File: config.mk
export PLATFORM = sky130hd
export DESIGN_NAME = memory_accessor
export DESIGN_NICKNAME = d
export VERILOG_FILES = /design/src/rtl/memory_accessor.sv
export SDC_FILE = /design/constraint.sdc
export NUM_CORES = 1
export LEC_CHECK = 0
export BUFFER_PORTS_ARGS = -buffer_cell sky130_fd_sc_hd__buf_2
export CAP_MARGIN = 10
export CORE_MARGIN = 1.5
export CORE_UTILIZATION = 46
export CTS_CLUSTER_SIZE = 24
export DETAILED_ROUTE_END_ITERATION = 8
export GPL_ROUTABILITY_DRIVEN = 0
export PLACE_DENSITY = 0.77
export REMOVE_ABC_BUFFERS = 1
export SLEW_MARGIN = 20
export SYNTH_ARGS = -nofsm -noshare
export SYNTH_HDL_FRONTEND = slang
export SYNTH_SLANG_ARGS = --single-unit
File: constraint.sdc
create_clock -name clk -period 3.74 [get_ports clk]
set_input_delay 0.187 -clock clk [delete_from_list [all_inputs] [get_ports clk]]
set_output_delay 0.187 -clock clk [all_outputs]
set_load 0.02 [all_outputs]
File: src/rtl/memory_accessor.sv
// Memory-access pipeline stage: drives the data-memory request/ack port,
// builds byte enables and store lanes, and extends load data for writeback.
module memory_accessor #(
    parameter int unsigned TIMEOUT = 16
) (
    input  logic        clk,
    input  logic        reset,
    input  logic        run_in,
    input  logic [31:0] alu_result_in,
    input  logic        mem_to_reg_in,
    input  logic [1:0]  bytes_in,
    input  logic [31:0] wdata_in,
    input  logic        we_in,
    input  logic        re_in,
    input  logic [4:0]  rd_in,
    input  logic        reg_we_in,
    input  logic        unsigned_flag_in,
    output logic        dmem_req,
    output logic        dmem_we,
    output logic [31:0] dmem_addr,
    output logic [3:0]  dmem_be,
    output logic [31:0] dmem_wdata,
    input  logic [31:0] dmem_rdata,
    input  logic        dmem_ack,
    output logic        stall_out,
    output logic [31:0] reg_wdata_out,
    output logic [4:0]  rd_out,
    output logic        reg_we_out,
    output logic        misaligned_out,
    output logic        bus_error_out,
    output logic        run_out
);

    typedef enum logic {
        IDLE   = 1'b0,
        ACCESS = 1'b1
    } state_t;

    state_t      state;
    logic [7:0]  timer;
    logic [7:0]  timer_next;

    logic [1:0]  acc_off;
    logic        acc_byte;
    logic        acc_half;
    logic        acc_load;
    logic        acc_uns;
    logic        acc_rwe;
    logic [4:0]  acc_rd;

    logic        is_byte;
    logic        is_half;
    logic        is_word;
    logic        is_mem;
    logic        misaligned;
    logic [3:0]  be_next;
    logic [31:0] wdata_next;
    logic [31:0] lane;
    logic [31:0] load_val;

    // mem_to_reg is implied by re_in here; kept on the port for pipeline symmetry
    logic        unused_ok;
    assign unused_ok = mem_to_reg_in;

    assign is_mem     = we_in | re_in;
    assign is_byte    = (bytes_in == 2'd0);
    assign is_half    = (bytes_in == 2'd1);
    assign is_word    = bytes_in[1];
    assign misaligned = (is_half & alu_result_in[0])
                      | (is_word & (|alu_result_in[1:0]));

    always_comb begin
        be_next    = 4'b1111;
        wdata_next = wdata_in;
        unique case (1'b1)
            is_byte: begin
                be_next    = 4'b0001 << alu_result_in[1:0];
                wdata_next = {4{wdata_in[7:0]}};
            end
            is_half: begin
                be_next    = alu_result_in[1] ? 4'b1100 : 4'b0011;
                wdata_next = {2{wdata_in[15:0]}};
            end
            is_word: begin
                be_next    = 4'b1111;
                wdata_next = wdata_in;
            end
        endcase
    end

    // Shift the addressed lane down to bit 0, then extend by size
    assign lane = dmem_rdata >> {acc_off, 3'b000};

    always_comb begin
        load_val = dmem_rdata;
        if (acc_byte) begin
            load_val = {{24{~acc_uns & lane[7]}}, lane[7:0]};
        end else if (acc_half) begin
            load_val = {{16{~acc_uns & lane[15]}}, lane[15:0]};
        end
    end

    assign timer_next = timer - 8'd1;
    assign stall_out  = (state == ACCESS);

    always_ff @(posedge clk or posedge reset) begin
        if (reset) begin
            state          <= IDLE;
            timer          <= 8'd0;
            acc_off        <= 2'd0;
            acc_byte       <= 1'b0;
            acc_half       <= 1'b0;
            acc_load       <= 1'b0;
            acc_uns        <= 1'b0;
            acc_rwe        <= 1'b0;
            acc_rd         <= 5'd0;
            dmem_req       <= 1'b0;
            dmem_we        <= 1'b0;
            dmem_addr      <= 32'd0;
            dmem_be        <= 4'd0;
            dmem_wdata     <= 32'd0;
            reg_wdata_out  <= 32'd0;
            rd_out         <= 5'd0;
            reg_we_out     <= 1'b0;
            misaligned_out <= 1'b0;
            bus_error_out  <= 1'b0;
            run_out        <= 1'b0;
        end else begin
            reg_we_out     <= 1'b0;
            misaligned_out <= 1'b0;
            bus_error_out  <= 1'b0;
            run_out        <= run_in;
            unique case (state)
                IDLE: begin
                    if (run_in && !is_mem) begin
                        reg_wdata_out <= alu_result_in;
                        rd_out        <= rd_in;
                        reg_we_out    <= reg_we_in;
                    end else if (run_in && misaligned) begin
                        misaligned_out <= 1'b1;
                    end else if (run_in) begin
                        state      <= ACCESS;
                        timer      <= 8'(TIMEOUT);
                        acc_off    <= alu_result_in[1:0];
                        acc_byte   <= is_byte;
                        acc_half   <= is_half;
                        acc_load   <= ~we_in;
                        acc_uns    <= unsigned_flag_in;
                        acc_rwe    <= reg_we_in;
                        acc_rd     <= rd_in;
                        dmem_req   <= 1'b1;
                        dmem_we    <= we_in;
                        dmem_addr  <= {alu_result_in[31:2], 2'b00};
                        dmem_be    <= be_next;
                        dmem_wdata <= wdata_next;
                    end
                end
                ACCESS: begin
                    if (dmem_ack) begin
                        state    <= IDLE;
                        dmem_req <= 1'b0;
                        if (acc_load) begin
                            reg_wdata_out <= load_val;
                            rd_out        <= acc_rd;
                            reg_we_out    <= acc_rwe;
                        end
                    end else if (timer_next == 8'd0) begin
                        state         <= IDLE;
                        dmem_req      <= 1'b0;
                        bus_error_out <= 1'b1;
                        timer         <= 8'd0;
                    end else begin
                        timer <= timer_next;
                    end
                end
            endcase
        end
    end

endmodule

Yosys cells after proc, flatten, opt, wreduce, memory -nomap -nowiden. Index checks and enable logic that the tools add are counted.

Register bits: 130. Memories: 0. Latch bits: 0. Bits of input ports: 112. Word-level logic and storage cells: 94. RAM bits: 0. ROM bits: 0.

Reductions and logical operators: 10. Multipliers: 0. Shift operators: 2. Bitwise operators: 11. Add/subtract/negate cells: 1. Muxes and demuxes: 41. Div/mod/pow operators: 0. $lt $le $gt $ge: 0. Eq/ne operators: 9.

Operator list (number): 2-to-1 mux 32 bit (5); one-hot mux 32 bit (3 select lines) (1); one-hot mux 32 bit (2 select lines) (1); 2-to-1 mux 8 bit (5); >> shifter 32 x 5 -> 16 bit (1); 2-to-1 mux 1 bit (19); one-hot mux 8 bit (2 select lines) (1); 2-to-1 mux 5 bit (3); != test 2 bit (second input constant) (6); one-hot mux 4 bit (3 select lines) (1); AND reduction 4 bit (3); one-hot mux 5 bit (2 select lines) (1); logical NOT 8 bit (1); subtractor 8 x 1 -> 8 bit (second input constant) (1); one-hot mux 1 bit (2 select lines) (3); inverter 1 bit (5); bitwise AND 1 bit (4); 2-to-1 mux 4 bit (1); << shifter 1 x 2 -> 4 bit (first input constant) (1); != test 3 x 2 -> 1 bit (second input constant) (1); AND reduction 3 bit (1); equality test 2 x 1 -> 1 bit (second input constant) (1); logical AND 1 bit (2); logical NOT 2 bit (1); other kinds (4) (5).

Depth between registers and ports, before layout. Gate-level depths: netlist of run 1.

Depth after elaboration: 7. Mapped depth: 7.

Worst setup path after synthesis of run 1. OpenSTA, ideal clock, no wires.

Path type: register to register. From: register state, in the netlist stall_out. To: register acc_rd[0]. Period minus slack after synthesis: 1922 ps. Data arrival time: 1797 ps. Path buffers: 2. Stages on the path, launching flop included: 6. Slack: 1818 ps. Cell sequence: dfrtp_1 > buf_2 > nand2b_1 > nor4_4 > buf_4 > mux2_2.

Word-level cells in the longest chain between the ends: 2.

Ends and longest elaborated chain: start: declaration (line 39) `state_t state;`; start signal: assignment (line 108) `state <= IDLE;`; start signal: assignment (line 142) `state <= ACCESS;`; start signal: assignment (line 160) `state <= IDLE;`; inverter 1 bit (no source line); AND reduction 4 bit (no source line); end signal: assignment (line 150) `acc_rd <= rd_in;`; end: declaration (line 49) `logic [4:0] acc_rd;`.

Every way passes these cells. A chain may end at the register's enable or synchronous reset.

Worst setup path after layout of run 1.
From: register acc_off[1]. To: register reg_wdata_out[26].

Word-level cells in the longest chain between the ends: 7.

Ends and longest elaborated chain: start: declaration (line 43) `logic [1:0] acc_off;`; start signal: assignment (line 144) `acc_off <= alu_result_in[1:0];`; >> shifter 32 x 5 -> 16 bit * (line 92) `assign lane = dmem_rdata >> {acc_off, 3'b000};`; bitwise AND 1 bit (line 99) `load_val = {{16{~acc_uns & lane[15]}}, lane[15:0]};`; 2-to-1 mux 32 bit (line 98) `end else if (acc_half) begin`; 2-to-1 mux 32 bit * (line 96) `if (acc_byte) begin`; 2-to-1 mux 32 bit * (line 162) `if (acc_load) begin`; 2-to-1 mux 32 bit * (line 159) `if (dmem_ack) begin`; one-hot mux 32 bit (2 select lines) * (line 133) `unique case (state)`; end signal: assignment (line 136) `reg_wdata_out <= alu_result_in;`; end signal: assignment (line 163) `reg_wdata_out <= load_val;`; end: declaration (line 26) `output logic [31:0] reg_wdata_out,`.

Mark *: on every way between the ends. The rest lies on a longest branch, timed or not. The select of a mux whose other input is x is not followed.

==> results.env, run 1 <==
POST-ROUTE-MIN-PERIOD_PS=2660
CTS.HTREE.LEVELS=4
CHIPWIDTH_UM=122
TIMING.FINAL.HOLD_VIOLATIONS=26
PORTION_OF_THE_CLOCK_CYCLE_CONSUMED_BY_THE_WORST_PATH_IN_THE_FINAL_LAYOUT_PCT=71.1
POST_LAYOUT_POWER_W=0.00660
MEAN_CELL_AREA_OF_THE_MAPPED_NETLIST_SQ_UM=10.4
POWER_DENSITY_nW_PER_UM2=791
CTS.ROOT.BUFFER_CELL='sky130_fd_sc_hd__clkbuf_16'
SYNTH_SEQ_AREA_SHARE_PCT=50.3
POWER.LEAKAGE_nW=4.08
WHS_PS=-40.4
DETAILED_PLACE_HPWL_UM=12200
SETUP-VIOLATIONS-FINAL=0
SYNTH-SEQ-CELLS=130
DETAILEDROUTE.FIRSTITERATIONVIOLATIONS=465
CTS-HOLD-FIX-BUFFERS=11
WORST_SLEW_PIN_SLEW_PS=1020
PLACEABLECOREAREA_SQ_UM=13800
WORST_SETUP_PATH_START_KIND='flop'
WORSTREG2REGEND='reg_wdata_out[26]'
GROUTE.USAGE.OVERALL_PCT=25.0
REG2REG_SLACK_PS=1080
LAYOUT_CELLS_SIZED_ABOVE_1_PCT=39.9
NUMCTSBUFFERS=17
CLKTRANSATPATHREGS_PS=60
R2R.WORST_PATH.CELLS=4
GRT_PASS1_WL_UM=28500
DRV_CAP=0
WL_PER_CELL_UM=17.4
WORST_HOLD_PATH_TYPE='input port to async pin'
VIOLATIONS='hold timing'
SYNTHESIS.INSTANCES=620
GRT_PASS1_VIAS=5522
AREAGROWTHSYNTHTOFINISH_PCT=29.1
ASYNC_FLOP_SHARE_PCT=100
PATH_CLASS='flop to flop'
ANTENNA_CELLS=0
TIMING.MAX_SLEW.REL_SLACK_PCT=32.0
DRTPASS1ITERATIONS=5
RUN_STATUS='complete, but fails checks'
MAXSLEWVIOLCOUNT=0
PLACE_INST=980
FINCLKSKEW_PS=9.14
DIE_HEIGHT_UM=122
DRT_WL_TOTAL_UM=17800
ROWS=43
INITIAL_UTILIZATION_PCT=46.9
PLACEMENT.IO_BUFFERS=220
MEAN_NUMBER_OF_VIAS_PER_CELL=5.56
CRITPATHLAUNCH='acc_off[1]'
MAX_FREQ_GHz=0.376
FINALNONFILLERCELLS=1023
PIN_COUNT_OF_THE_BIGGEST_NET_ENTERING_GLOBAL_ROUTING=107
CTS_TREE='yes'
GRT_ANTENNA_BEFORE_REPAIR=0
CLK_LATENCY_PS=410
DRT.ANTENNA.VIOLATING_NETS=0
FINISH.NET_COUNT=944
NUM_IO_PINS=224
DRT_DRC=0
RR_STARTPOINT='acc_off[1]'
POST_CTS_BUFFERS=0
CRITICAL_PATH.MAX_FANOUT=22
SYNTH_FF_TYPE='sky130_fd_sc_hd__dfrtp_1'
YOSYS_WARNINGS=0
SYNTH-EDFF-COUNT=0
POWER.IR.VDD_WORST_mV=0.349
SYNTHDISTINCTLIBCELLS=54
GRT.OVERFLOW.TOTAL=0
CTS.REPAIR.RESIZED=0
TIMING.CRITICAL_PATH.TO_TYPE='flop'
FINISH.UTILIZATION_PCT=60.6
VIAS=5686
DIE_AREA_SQ_UM=14800
CP.REQUIRED_PS=3990
NUMCLOCKSINKS=130
SETUP_REPAIR_AFTER_GLOBAL_ROUTING_MISSED_ITS_MARGIN='no'
SYNTH.CELL_AREA_SQ_UM=6460
CLOCK_PATH_BUFFERS=2
CRITICAL_PATH_ARRIVAL_PS=2910
power breakdown:
group,total (W),switching [W],internal [W]
registers,0.00235,0.000400,0.00195
clock network,0.00170,0.000639,0.00107
logic,0.00254,0.00155,0.000994
flip-flops by register name, summed over array words and instances (netlist names):
name / cells
reg_we_out: 1
acc_rwe: 1
acc_uns: 1
stall_out: 1
dmem_wdata: 32
dmem_req: 1
acc_load: 1
dmem_we: 1
acc_off: 2
bus_error_out: 1
reg_wdata_out: 32
run_out: 1
misaligned_out: 1
rd_out: 5
acc_rd: 5
acc_half: 1
dmem_addr: 30
timer: 8
dmem_be: 4
acc_byte: 1
final cells by class:
class | instances | area [sq um]
Clock buffer | 19 | 443
Clock inverter | 13 | 160
Fill cell | 1196 | 5430
Inverter | 21 | 83.8
Multi-Input combinational cell | 423 | 2910
Sequential cell | 130 | 3250
Tap cell | 180 | 225
Timing Repair Buffer | 237 | 1270
how the worst max path moves through the flow:
stage | to | slack [ps] | cells past startpoint
6_report | reg_wdata_out[26] | 1080 | 4
5_1_grt | reg_wdata_out[16] | 970 | 4
4_1_cts | reg_wdata_out[26] | 1130 | 4
3_5_place_dp | reg_wdata_out[16] | 1150 | 4
3_3_place_gp | reg_wdata_out[20] | 1200 | 4
2_1_floorplan | acc_off[0] | -900 | 3
metrics by stage:
stage | setup WS, ps | setup TNS, ps | instance area (sq um) | hold slack, ps
floorplan | -901 | -66650 | 6220 | 218
global placement | 1200 | 0 | 7630 | 325
detailed placement | 1150 | 0 | 7630 | 328
CTS | 1130 | 0 | 8340 | 0.256
global route | 966 | 0 | 8340 | 4.99
finish | 1080 | 0 | 8340 | -40.4
synth_stat cells, types with 3 or more instances:
library cell / instances / area share, %
sky130_fd_sc_hd__nand2_1: 82 / 4.8
sky130_fd_sc_hd__buf_4: 10 / 1.2
sky130_fd_sc_hd__buf_2: 6 / 0.46
sky130_fd_sc_hd__o22ai_1: 4 / 0.39
sky130_fd_sc_hd__mux2_2: 64 / 11
sky130_fd_sc_hd__nor3_1: 4 / 0.31
sky130_fd_sc_hd__a22oi_1: 31 / 3.6
sky130_fd_sc_hd__nor2b_1: 4 / 0.39
sky130_fd_sc_hd__buf_6: 3 / 0.52
sky130_fd_sc_hd__a22o_1: 3 / 0.41
sky130_fd_sc_hd__mux2i_1: 32 / 5.0
sky130_fd_sc_hd__inv_1: 20 / 1.2
sky130_fd_sc_hd__o211a_1: 7 / 1.1
sky130_fd_sc_hd__dfrtp_1: 130 / 50
sky130_fd_sc_hd__nor2_1: 39 / 2.3
sky130_fd_sc_hd__o221ai_1: 8 / 1.1
sky130_fd_sc_hd__o21ai_0: 69 / 5.3
sky130_fd_sc_hd__a21oi_1: 30 / 2.3
sky130_fd_sc_hd__clkbuf_1: 26 / 1.5
metal layers:
metal,up-vias,track usage [%],wire length [um]
li1,2627,-,-
met5,-,0,0
met4,0,9.78,393
met3,37,6.16,1470
met1,2749,32.1,7620
met2,273,40.7,8360
placed cells by master, fill, tap and decap left out, types with 2 or more instances in the layout:
master                          Yosys  layout
sky130_fd_sc_hd__a21oi_1           30      29
sky130_fd_sc_hd__a22o_1             3       3
sky130_fd_sc_hd__a22oi_1           31      31
sky130_fd_sc_hd__and3_1             2       2
sky130_fd_sc_hd__buf_2              6     220
sky130_fd_sc_hd__buf_4             10       5
sky130_fd_sc_hd__bufinv_16          0       3
sky130_fd_sc_hd__clkbuf_16          0      17
sky130_fd_sc_hd__clkinv_2           0       4
sky130_fd_sc_hd__clkinv_4           0       3
sky130_fd_sc_hd__clkinvlp_4         0       2
sky130_fd_sc_hd__conb_1             1       2
sky130_fd_sc_hd__dfrtp_1          130     129
sky130_fd_sc_hd__dlygate4sd3_1      0      11
sky130_fd_sc_hd__ha_1               2       2
sky130_fd_sc_hd__inv_1             20      19
sky130_fd_sc_hd__inv_6              0       2
sky130_fd_sc_hd__mux2_2            64      64
sky130_fd_sc_hd__mux2i_1           32      32
sky130_fd_sc_hd__nand2_1           82      82
sky130_fd_sc_hd__nand2b_1           2       2
sky130_fd_sc_hd__nand3b_1           2       2
sky130_fd_sc_hd__nor2_1            39      38
sky130_fd_sc_hd__nor2b_1            4       4
sky130_fd_sc_hd__nor3_1             4       4
sky130_fd_sc_hd__nor3b_2            2       2
sky130_fd_sc_hd__nor4_4             2       2
sky130_fd_sc_hd__o211a_1            7       7
sky130_fd_sc_hd__o21a_1             2       2
sky130_fd_sc_hd__o21ai_0           69      68
sky130_fd_sc_hd__o21bai_1           2       2
sky130_fd_sc_hd__o221ai_1           8       8
sky130_fd_sc_hd__o22ai_1            4       4
sky130_fd_sc_hd__o31ai_1            2       2
sky130_fd_sc_hd__o41ai_1            2       2
sky130_fd_sc_hd__or2_2              2       2
sky130_fd_sc_hd__xor2_1             2       2
worst max-delay path, stage by stage (launching register included):
cell and delay [ps]:
sky130_fd_sc_hd__dfrtp_1 790, sky130_fd_sc_hd__mux4_2 590, sky130_fd_sc_hd__nor3b_2 200, sky130_fd_sc_hd__a211oi_4 700
sky130_fd_sc_hd__a22oi_1 210
kinds of logic (layout without fill, tap and decap cells):
group | after synthesis | count (layout) | share of synthesized area, %
multiplexers | 97 | 97 | 16.5
buffers and inverters | 68 | 290 | 5.00
AND/OR/NAND/NOR | 149 | 149 | 10.6
XOR/XNOR | 3 | 3 | 0.407
other | 1 | 2 | 0.0580
flip-flops | 130 | 130 | 50.3
AO/OA/AOI/OAI | 170 | 170 | 16.8
adder cells (fa/ha/maj) | 2 | 2 | 0.387
Power figures use the tool's default switching activity.
==> run 2: changes to the inputs <==
==> constraint.sdc (replaced) <==
create_clock -name clk -period 2.2 [get_ports clk]
set_input_delay 0.11 -clock clk [delete_from_list [all_inputs] [get_ports clk]]
set_output_delay 0.11 -clock clk [all_outputs]
set_load 0.02 [all_outputs]
==> run 2 against run 1 <==
  * The run now ends clean
  * Clock skew is 0.66 ps higher
  * Die area stayed put
  * Highest routed layer unchanged
  * Critical path type unchanged
  * Global-route usage is 1.5 points higher
  * Critical path depth grew 2
  * Register-to-register slack worse by 930 ps
  * Hold slack gained 59 ps
==> results.env, run 2 (synthesis results as in run 1) <==
DPL_CELL_AREA_SQ_UM=7790  # +2.1%
CTS.ROOT.BUFFER_CELL='sky130_fd_sc_hd__clkbuf_16'
POWER.IR.VDD_WORST_mV=0.622  # +78%
BIGGESTREGSBYFLOPS='dmem_wdata: 32 flops, reg_wdata_out: 32 flops, dmem_addr: 30 flops'
DIE_HEIGHT_UM=122  # unchanged
PLACE_WS_PS=230  # -919 ps
CP.REQUIRED_PS=2530  # -1460 ps
WORSTHOLDSTART='wdata_in[12]'
WORSTREG2REGEND='bus_error_out'
R2R.WORST_PATH.CELLS=6  # +2
DRT_DRC=0  # unchanged
HOLD_END='dmem_wdata[12]'
CTS.HTREE.LEVELS=4  # unchanged
WORST_SETUP_PATH_START_KIND='flop'
REG2REG_SLACK_PS=150  # -930 ps
CRITICAL_PATH.MAX_STAGE_DELAY_PS=460  # -330 ps
PATH_CLASS='flop to flop'
PORTION_OF_THE_CLOCK_CYCLE_CONSUMED_BY_THE_WORST_PATH_IN_THE_FINAL_LAYOUT_PCT=93.4  # +22 points
FINISH.UTILIZATION_PCT=66.2  # +5.6 points
MET1_USAGE_PCT=31.8  # -0.34 points
DETAILEDROUTE.FIRSTITERATIONVIOLATIONS=435  # -6.5%
CRITICAL-PATH-SLOWEST-CELL='sky130_fd_sc_hd__dfrtp_1'
WORST_HOLD_PATH_TYPE='input port to flop'
POWER.LEAKAGE_nW=4.42  # +8.6%
MEAN_NUMBER_OF_VIAS_PER_CELL=5.45  # -2.0%
DETAILED_PLACE_HPWL_UM=12800  # +5.1%
PLACEABLECOREAREA_SQ_UM=13800  # unchanged
LAYOUT_CELLS_SIZED_ABOVE_1_PCT=38.5  # -1.3 points
MIN_PATH_CELLS=3
CTS_TREE='yes'
GLOBALROUTEMET3UTIL_PCT=6.67  # +0.52 points
CHIPWIDTH_UM=122  # unchanged
WL_PER_CELL_UM=17.5  # +0.59%
AREAGROWTHSYNTHTOFINISH_PCT=41.0
TIMING.MAX_SLEW.REL_SLACK_PCT=44.7  # +13 points
PLACEMENT.IO_BUFFERS=220  # unchanged
FINAL_CELL_MIX='sky130_fd_sc_hd__buf_2 (220), sky130_fd_sc_hd__dfrtp_1 (129), sky130_fd_sc_hd__nand2_1 (82)'
GRT_PASS1_VIAS=6062  # +9.8%
RUN_STATUS='completed'
GRT_PASS1_WL_UM=30100  # +5.9%
DRT.ANTENNA.VIOLATING_NETS=0  # unchanged
ROWS=43  # unchanged
POWER_DENSITY_nW_PER_UM2=1260  # +59%
NUMCTSBUFFERS=17  # unchanged
WHS_PS=18.3  # +58.8 ps
VIAS=5996  # +5.5%
GRT.MET2_USAGE_PCT=45.4  # +4.7 points
WORST_SLEW_PIN_SLEW_PS=826  # -193 ps
INITIAL_UTILIZATION_PCT=46.9  # unchanged
POST-ROUTE-MIN-PERIOD_PS=2050  # -607 ps
FINCLKSKEW_PS=9.80  # +0.658 ps
TIMING.FINAL.HOLD_VIOLATIONS=0  # -100%
RR_STARTPOINT='timer[0]'
LAYOUT_COMMONEST_CELL='sky130_fd_sc_hd__buf_2'
CLOCK_PATH_BUFFERS=2  # unchanged
FINISH.NET_COUNT=1022  # +8.3%
TIMING.CRITICAL_PATH.TO_TYPE='flop'
CLK_LATENCY_PS=420  # about the same
GRT.OVERFLOW.TOTAL=0  # unchanged
PATH_CELLS='inv_1, ha_1, buf_4, o311a_1, nor4_4, nor3b_2'
NUMCLOCKSINKS=130  # unchanged
CLKTRANSATPATHREGS_PS=60  # about the same
LAYOUT.CELL_AREA.NON_FILLER_SQ_UM=9110  # +9.2%
CRITICAL_PATH_ARRIVAL_PS=2380  # -530 ps
DRTPASS1ITERATIONS=5  # unchanged
CRITICAL_PATH.MAX_FANOUT=8  # -64%
GROUTE.USAGE.OVERALL_PCT=26.5  # +1.5 points
POST-ROUTE-WORST-SETUP-SLACK_PS=146  # -933 ps
MAX_FREQ_GHz=0.487  # +30%
DIE_AREA_SQ_UM=14800  # unchanged
SETUP-VIOLATIONS-FINAL=0  # unchanged
DRV_CAP=0  # unchanged
GRT-BUSIEST-LAYER='met2'
SETUP_REPAIR_AFTER_GLOBAL_ROUTING_MISSED_ITS_MARGIN='no'
NUM_IO_PINS=224  # unchanged
DRT_WL_TOTAL_UM=19300  # +8.3%
PIN_COUNT_OF_THE_BIGGEST_NET_ENTERING_GLOBAL_ROUTING=56  # -48%
GRT_ANTENNA_BEFORE_REPAIR=0  # unchanged
POST_LAYOUT_POWER_W=0.0115  # +74%
ANTENNA_CELLS=0  # unchanged
MAXSLEWVIOLCOUNT=0  # unchanged
[run 2: cell types whose count changed in the layout (fill, tap and decap cells not counted), sizes merged]
cell and delta:
dlygate4sd3 +60, buf +18, clkinv -1, clkinvlp +1
[run 2: worst max path at each step]
stage	from	to	slack (ps)
global placement	timer[0]	bus_error_out	220
finish	timer[0]	bus_error_out	150
detailed placement	timer[0]	bus_error_out	230
CTS	timer[0]	bus_error_out	150
global route	timer[0]	bus_error_out	20
floorplan	stall_out	acc_off[0]	-2440
[run 2: critical path: cells and delay by family (launching register included)]
kind                     cells  cell delay (ps)
AND/OR/NAND/NOR              2              660
adder cells (fa/ha/maj)      1              220
flip-flops                   1              460
AO/OA/AOI/OAI                1              360
buffers and inverters        2              270
[run 2: metrics by stage]
step / setup TNS, ps / instances
6_report: 0 / 1101
5_1_grt: 0 / 1101
4_1_cts: 0 / 1101
3_5_place_dp: 0 / 998
3_3_place_gp: 0 / 998
2_1_floorplan: -406760 / 574
[run 2: cell type report]
| cell class | count | area [sq um] |
|---|---|---|
| multi-input combinational | 423 | 2910 |
| clock inverter | 13 | 159 |
| inverter | 21 | 83.8 |
| fill | 1072 | 4660 |
| clock buffer | 19 | 453 |
| sequential | 130 | 3250 |
| tap | 180 | 225 |
| timing repair buffer | 315 | 2030 |
[run 2: timing repair]
item,in CTS,in global routing
endpoints found under the setup margin,0,0
buffers inserted,0,0
endpoints found under the hold margin,115,0
hold buffers,71,0
resized for setup,0,0
[run 2: routing by layer]
layer  share of wire, %  wire, um
met5                  0         0
met4                2.1       413
met3                7.4      1440
met2                 48      9320
met1                 42      8140
[run 2: report_power, final]
group          leakage (nW)  switching, W  internal, W
combinational          2.57       0.00278      0.00186
sequential             1.56      0.000617      0.00332
clock                 0.295       0.00106      0.00184
==> run 3: changes to the inputs <==
--- a/config.mk
+++ b/config.mk
@@ -8,11 +8,11 @@
 export BUFFER_PORTS_ARGS = -buffer_cell sky130_fd_sc_hd__buf_2
 export CAP_MARGIN = 10
 export CORE_MARGIN = 1.5
-export CORE_UTILIZATION = 46
+export CORE_UTILIZATION = 30
 export CTS_CLUSTER_SIZE = 24
 export DETAILED_ROUTE_END_ITERATION = 8
 export GPL_ROUTABILITY_DRIVEN = 0
-export PLACE_DENSITY = 0.77
+export PLACE_DENSITY = 0.52
 export REMOVE_ABC_BUFFERS = 1
 export SLEW_MARGIN = 20
 export SYNTH_ARGS = -nofsm -noshare
==> run 3 against run 2 <==
  * Via count decreased by 3.6%
  * Utilization shrank 22 points
  * Sequential share of layout area is 0.55 points lower
  * Hold slack lost 7.7 ps
  * Worst setup slack improved by 33 ps
  * First-iteration DRC count shrank 41%
  * Sequential cell count stayed put
  * Count of clock-buffer cells in the layout shrank 2
  * Wire length grew 6.4%
  * Critical endpoint unchanged
  * Largest power group unchanged
  * Highest routed layer unchanged
==> results.env, run 3 (synthesis results as in run 1) <==
GRT_PASS1_WL_UM=31600  # +4.7%
CTS.ROOT.BUFFER_CELL='sky130_fd_sc_hd__clkbuf_16'
FINCLKSKEW_PS=12.1  # +2.29 ps
R2R.WORST_PATH.CELLS=6  # unchanged
CRITICAL_PATH_ARRIVAL_PS=2350  # -30 ps
WORST_SLEW_PIN_SLEW_PS=839  # +13.0 ps
POWER_DENSITY_nW_PER_UM2=1240  # -1.6%
LAYOUT_COMMONEST_CELL='sky130_fd_sc_hd__buf_2'
PLACE_WS_PS=188  # -42.0 ps
GRT_ANTENNA_BEFORE_REPAIR=1  # +1
TIMING.FINAL.HOLD_VIOLATIONS=0  # unchanged
SHARE_OF_TOTAL_POWER_CONSUMED_BY_NET_SWITCHING_PCT=39.2  # +0.36 points
RR_STARTPOINT='timer[0]'
DPL_CELL_AREA_SQ_UM=7930  # +1.8%
AREA_OF_COMBINATIONAL_CELLS_WITH_MULTIPLE_INPUTS_SQ_UM=2910  # unchanged
DRTPASS1ITERATIONS=4  # -1
DRT.ANTENNA.VIOLATING_NETS=0  # unchanged
CRITICAL_PATH.MAX_FANOUT=8  # unchanged
INITIAL_UTILIZATION_PCT=30.6  # -16 points
DIE_HEIGHT_UM=150  # +23%
CLK_LATENCY_PS=420  # about the same
GROUTE.USAGE.OVERALL_PCT=18.2  # -8.2 points
WHS_PS=10.6  # -7.71 ps
MAXSLEWVIOLCOUNT=0  # unchanged
WORSTHOLDSTART='dmem_rdata[16]'
PATH_CELLS='inv_1, ha_1, buf_4, o311a_1, nor4_4, nor3b_2'
FINAL.FILL_COUNT=2053  # +92%
MEAN_NUMBER_OF_VIAS_PER_CELL=4.83  # -11%
SETUP-VIOLATIONS-FINAL=0  # unchanged
WORST_SETUP_PATH_START_KIND='flop'
COMB_POWER_SHARE_PCT=40.9  # +0.5 points
FINALNONFILLERCELLS=1197  # +8.7%
PLACEMENT.IO_BUFFERS=220  # unchanged
CP-ENDPOINT='bus_error_out'
CP.REQUIRED_PS=2530  # about the same
POWER.LEAKAGE_nW=4.43  # about the same
NUMCTSBUFFERS=17  # unchanged
CLKTRANSATPATHREGS_PS=60  # about the same
LAYOUT.CELL_AREA.NON_FILLER_SQ_UM=9250  # +1.6%
WORSTREG2REGEND='bus_error_out'
DETAILED_PLACE_HPWL_UM=14100  # +10%
CTS.HTREE.LEVELS=4  # unchanged
PLACEABLECOREAREA_SQ_UM=21100  # +53%
NUMCLOCKSINKS=130  # unchanged
CRITICAL-PATH-SLOWEST-CELL='sky130_fd_sc_hd__dfrtp_1'
PLACE_INST=1093  # +9.5%
WORST_HOLD_PATH_TYPE='input port to flop'
SEQ_POWER_SHARE_PCT=34.1  # -0.2 points
AREAGROWTHSYNTHTOFINISH_PCT=43.2
GRT_PASS1_VIAS=5864  # -3.3%
CHIPWIDTH_UM=150  # +23%
TIMING.CRITICAL_PATH.TO_TYPE='flop'
CRITPATHLAUNCH='timer[0]'
GRT.OVERFLOW.TOTAL=0  # unchanged
FINAL-SEQ-AREA_SQ_UM=3250  # unchanged
BIGGESTREGSBYFLOPS='dmem_wdata: 32 flops, reg_wdata_out: 32 flops, dmem_addr: 30 flops'
PATH_CLASS='flop to flop'
DRV_CAP=0  # unchanged
CLOCK_PATH_BUFFERS=2  # unchanged
WL_PER_CELL_UM=17.2  # -2.1%
TIMING.MAX_SLEW.REL_SLACK_PCT=43.9  # -0.79 points
FINISH.UTILIZATION_PCT=43.9  # -22 points
DETAILEDROUTE.FIRSTITERATIONVIOLATIONS=258  # -41%
POWER.IR.VDD_WORST_mV=0.538  # -13%
POWER_FRAC_CLOCK_PCT=25.1  # -0.2 points
CRITICAL_PATH.MAX_STAGE_DELAY_PS=460  # about the same
MAX_FREQ_GHz=0.495  # +1.6%
POST-ROUTE-WORST-SETUP-SLACK_PS=179  # +32.8 ps
FINAL_CELL_MIX='sky130_fd_sc_hd__buf_2 (220), sky130_fd_sc_hd__dfrtp_1 (129), sky130_fd_sc_hd__nand2_1 (82)'
VIAS=5783  # -3.6%
P_INT_W=0.00698  # -0.63%
SETUP_REPAIR_AFTER_GLOBAL_ROUTING_MISSED_ITS_MARGIN='no'
P_SW_W=0.00450  # +0.88%
REG2REG_SLACK_PS=180  # +30 ps
DRT_WL_TOTAL_UM=20600  # +6.4%
LAYOUT_CELLS_SIZED_ABOVE_1_PCT=38.3  # -0.22 points
CTS.REPAIR.RESIZED=0  # unchanged
DRT_DRC=0  # unchanged
NUM_IO_PINS=224  # unchanged
FINISH.NET_COUNT=1024  # +0.20%
PORTION_OF_THE_CLOCK_CYCLE_CONSUMED_BY_THE_WORST_PATH_IN_THE_FINAL_LAYOUT_PCT=91.9  # -1.5 points
RUN_STATUS='completed'
DIE_AREA_SQ_UM=22400  # +52%
POST-ROUTE-MIN-PERIOD_PS=2020  # -32.8 ps
CTS_TREE='yes'
PIN_COUNT_OF_THE_BIGGEST_NET_ENTERING_GLOBAL_ROUTING=55  # -1.8%
ROWS=53  # +23%
## run 3: cell types whose count changed in the layout (fill, tap and decap cells not counted), moves of 2 or more
cell | previous run | this run
sky130_fd_sc_hd__buf_12 | 3 | 5
sky130_fd_sc_hd__buf_4 | 21 | 19
sky130_fd_sc_hd__clkbuf_8 | 2 | 0
sky130_fd_sc_hd__dlygate4sd3_1 | 71 | 73
## run 3: layout make-up
class	instances	area share [%]
diodes	1	0.0270
well taps	275	3.72
clock buffers	17	4.60
repair buffers	317	22.4
multi-input cells	423	31.4
flip-flops and latches	130	35.2
clock inverters	13	1.76
inverters	21	0.906
## run 3: through the flow
| step | setup TNS, ps | total power, W |
|---|---|---|
| after global placement | 0 | 0.00851 |
| after CTS | 0 | 0.0116 |
| after detailed placement | 0 | 0.00858 |
| after global routing | 0 | 0.0122 |
| final | 0 | 0.0115 |
| after floorplan | -406760 | 0.00677 |
## run 3: what timing repair did
action	CTS	global route
setup buffers	0	0
endpoints found under the hold margin	119	0
hold buffers	73	0
## run 3: power groups by stage
stage               clock network [W]  registers, W  logic, W
floorplan                           0       0.00496   0.00181
global placement                    0       0.00392   0.00459
detailed placement                  0       0.00394   0.00464
CTS                           0.00297       0.00392   0.00475
global route                  0.00307       0.00404   0.00510
finish                        0.00288       0.00391   0.00469
## run 3: metal layers
metal,up-vias,wire length [um],global-route usage [%]
met1,2781,9410,24.5
met4,0,140,3.82
li1,2787,-,-
met3,9,1610,5.27
met5,-,0,0
met2,206,9390,29.2
## run 3: worst min path at each step
stage | to | cells past startpoint
after global placement | dmem_addr[3] | 2
after global routing | reg_wdata_out[16] | 3
final | reg_wdata_out[16] | 3
after floorplan | run_out | 0
after CTS | dmem_wdata[14] | 3
after detailed placement | dmem_addr[2] | 2
## run 3: worst max-delay path, delay by kind of cell (launching register included)
kind / cells / cell delay, ps
adders and majority gates: 1 / 220
and+or+nand+nor: 2 / 640
AOI/OAI and AO/OA: 1 / 360
buffers and inverters: 2 / 260
DFF: 1 / 460
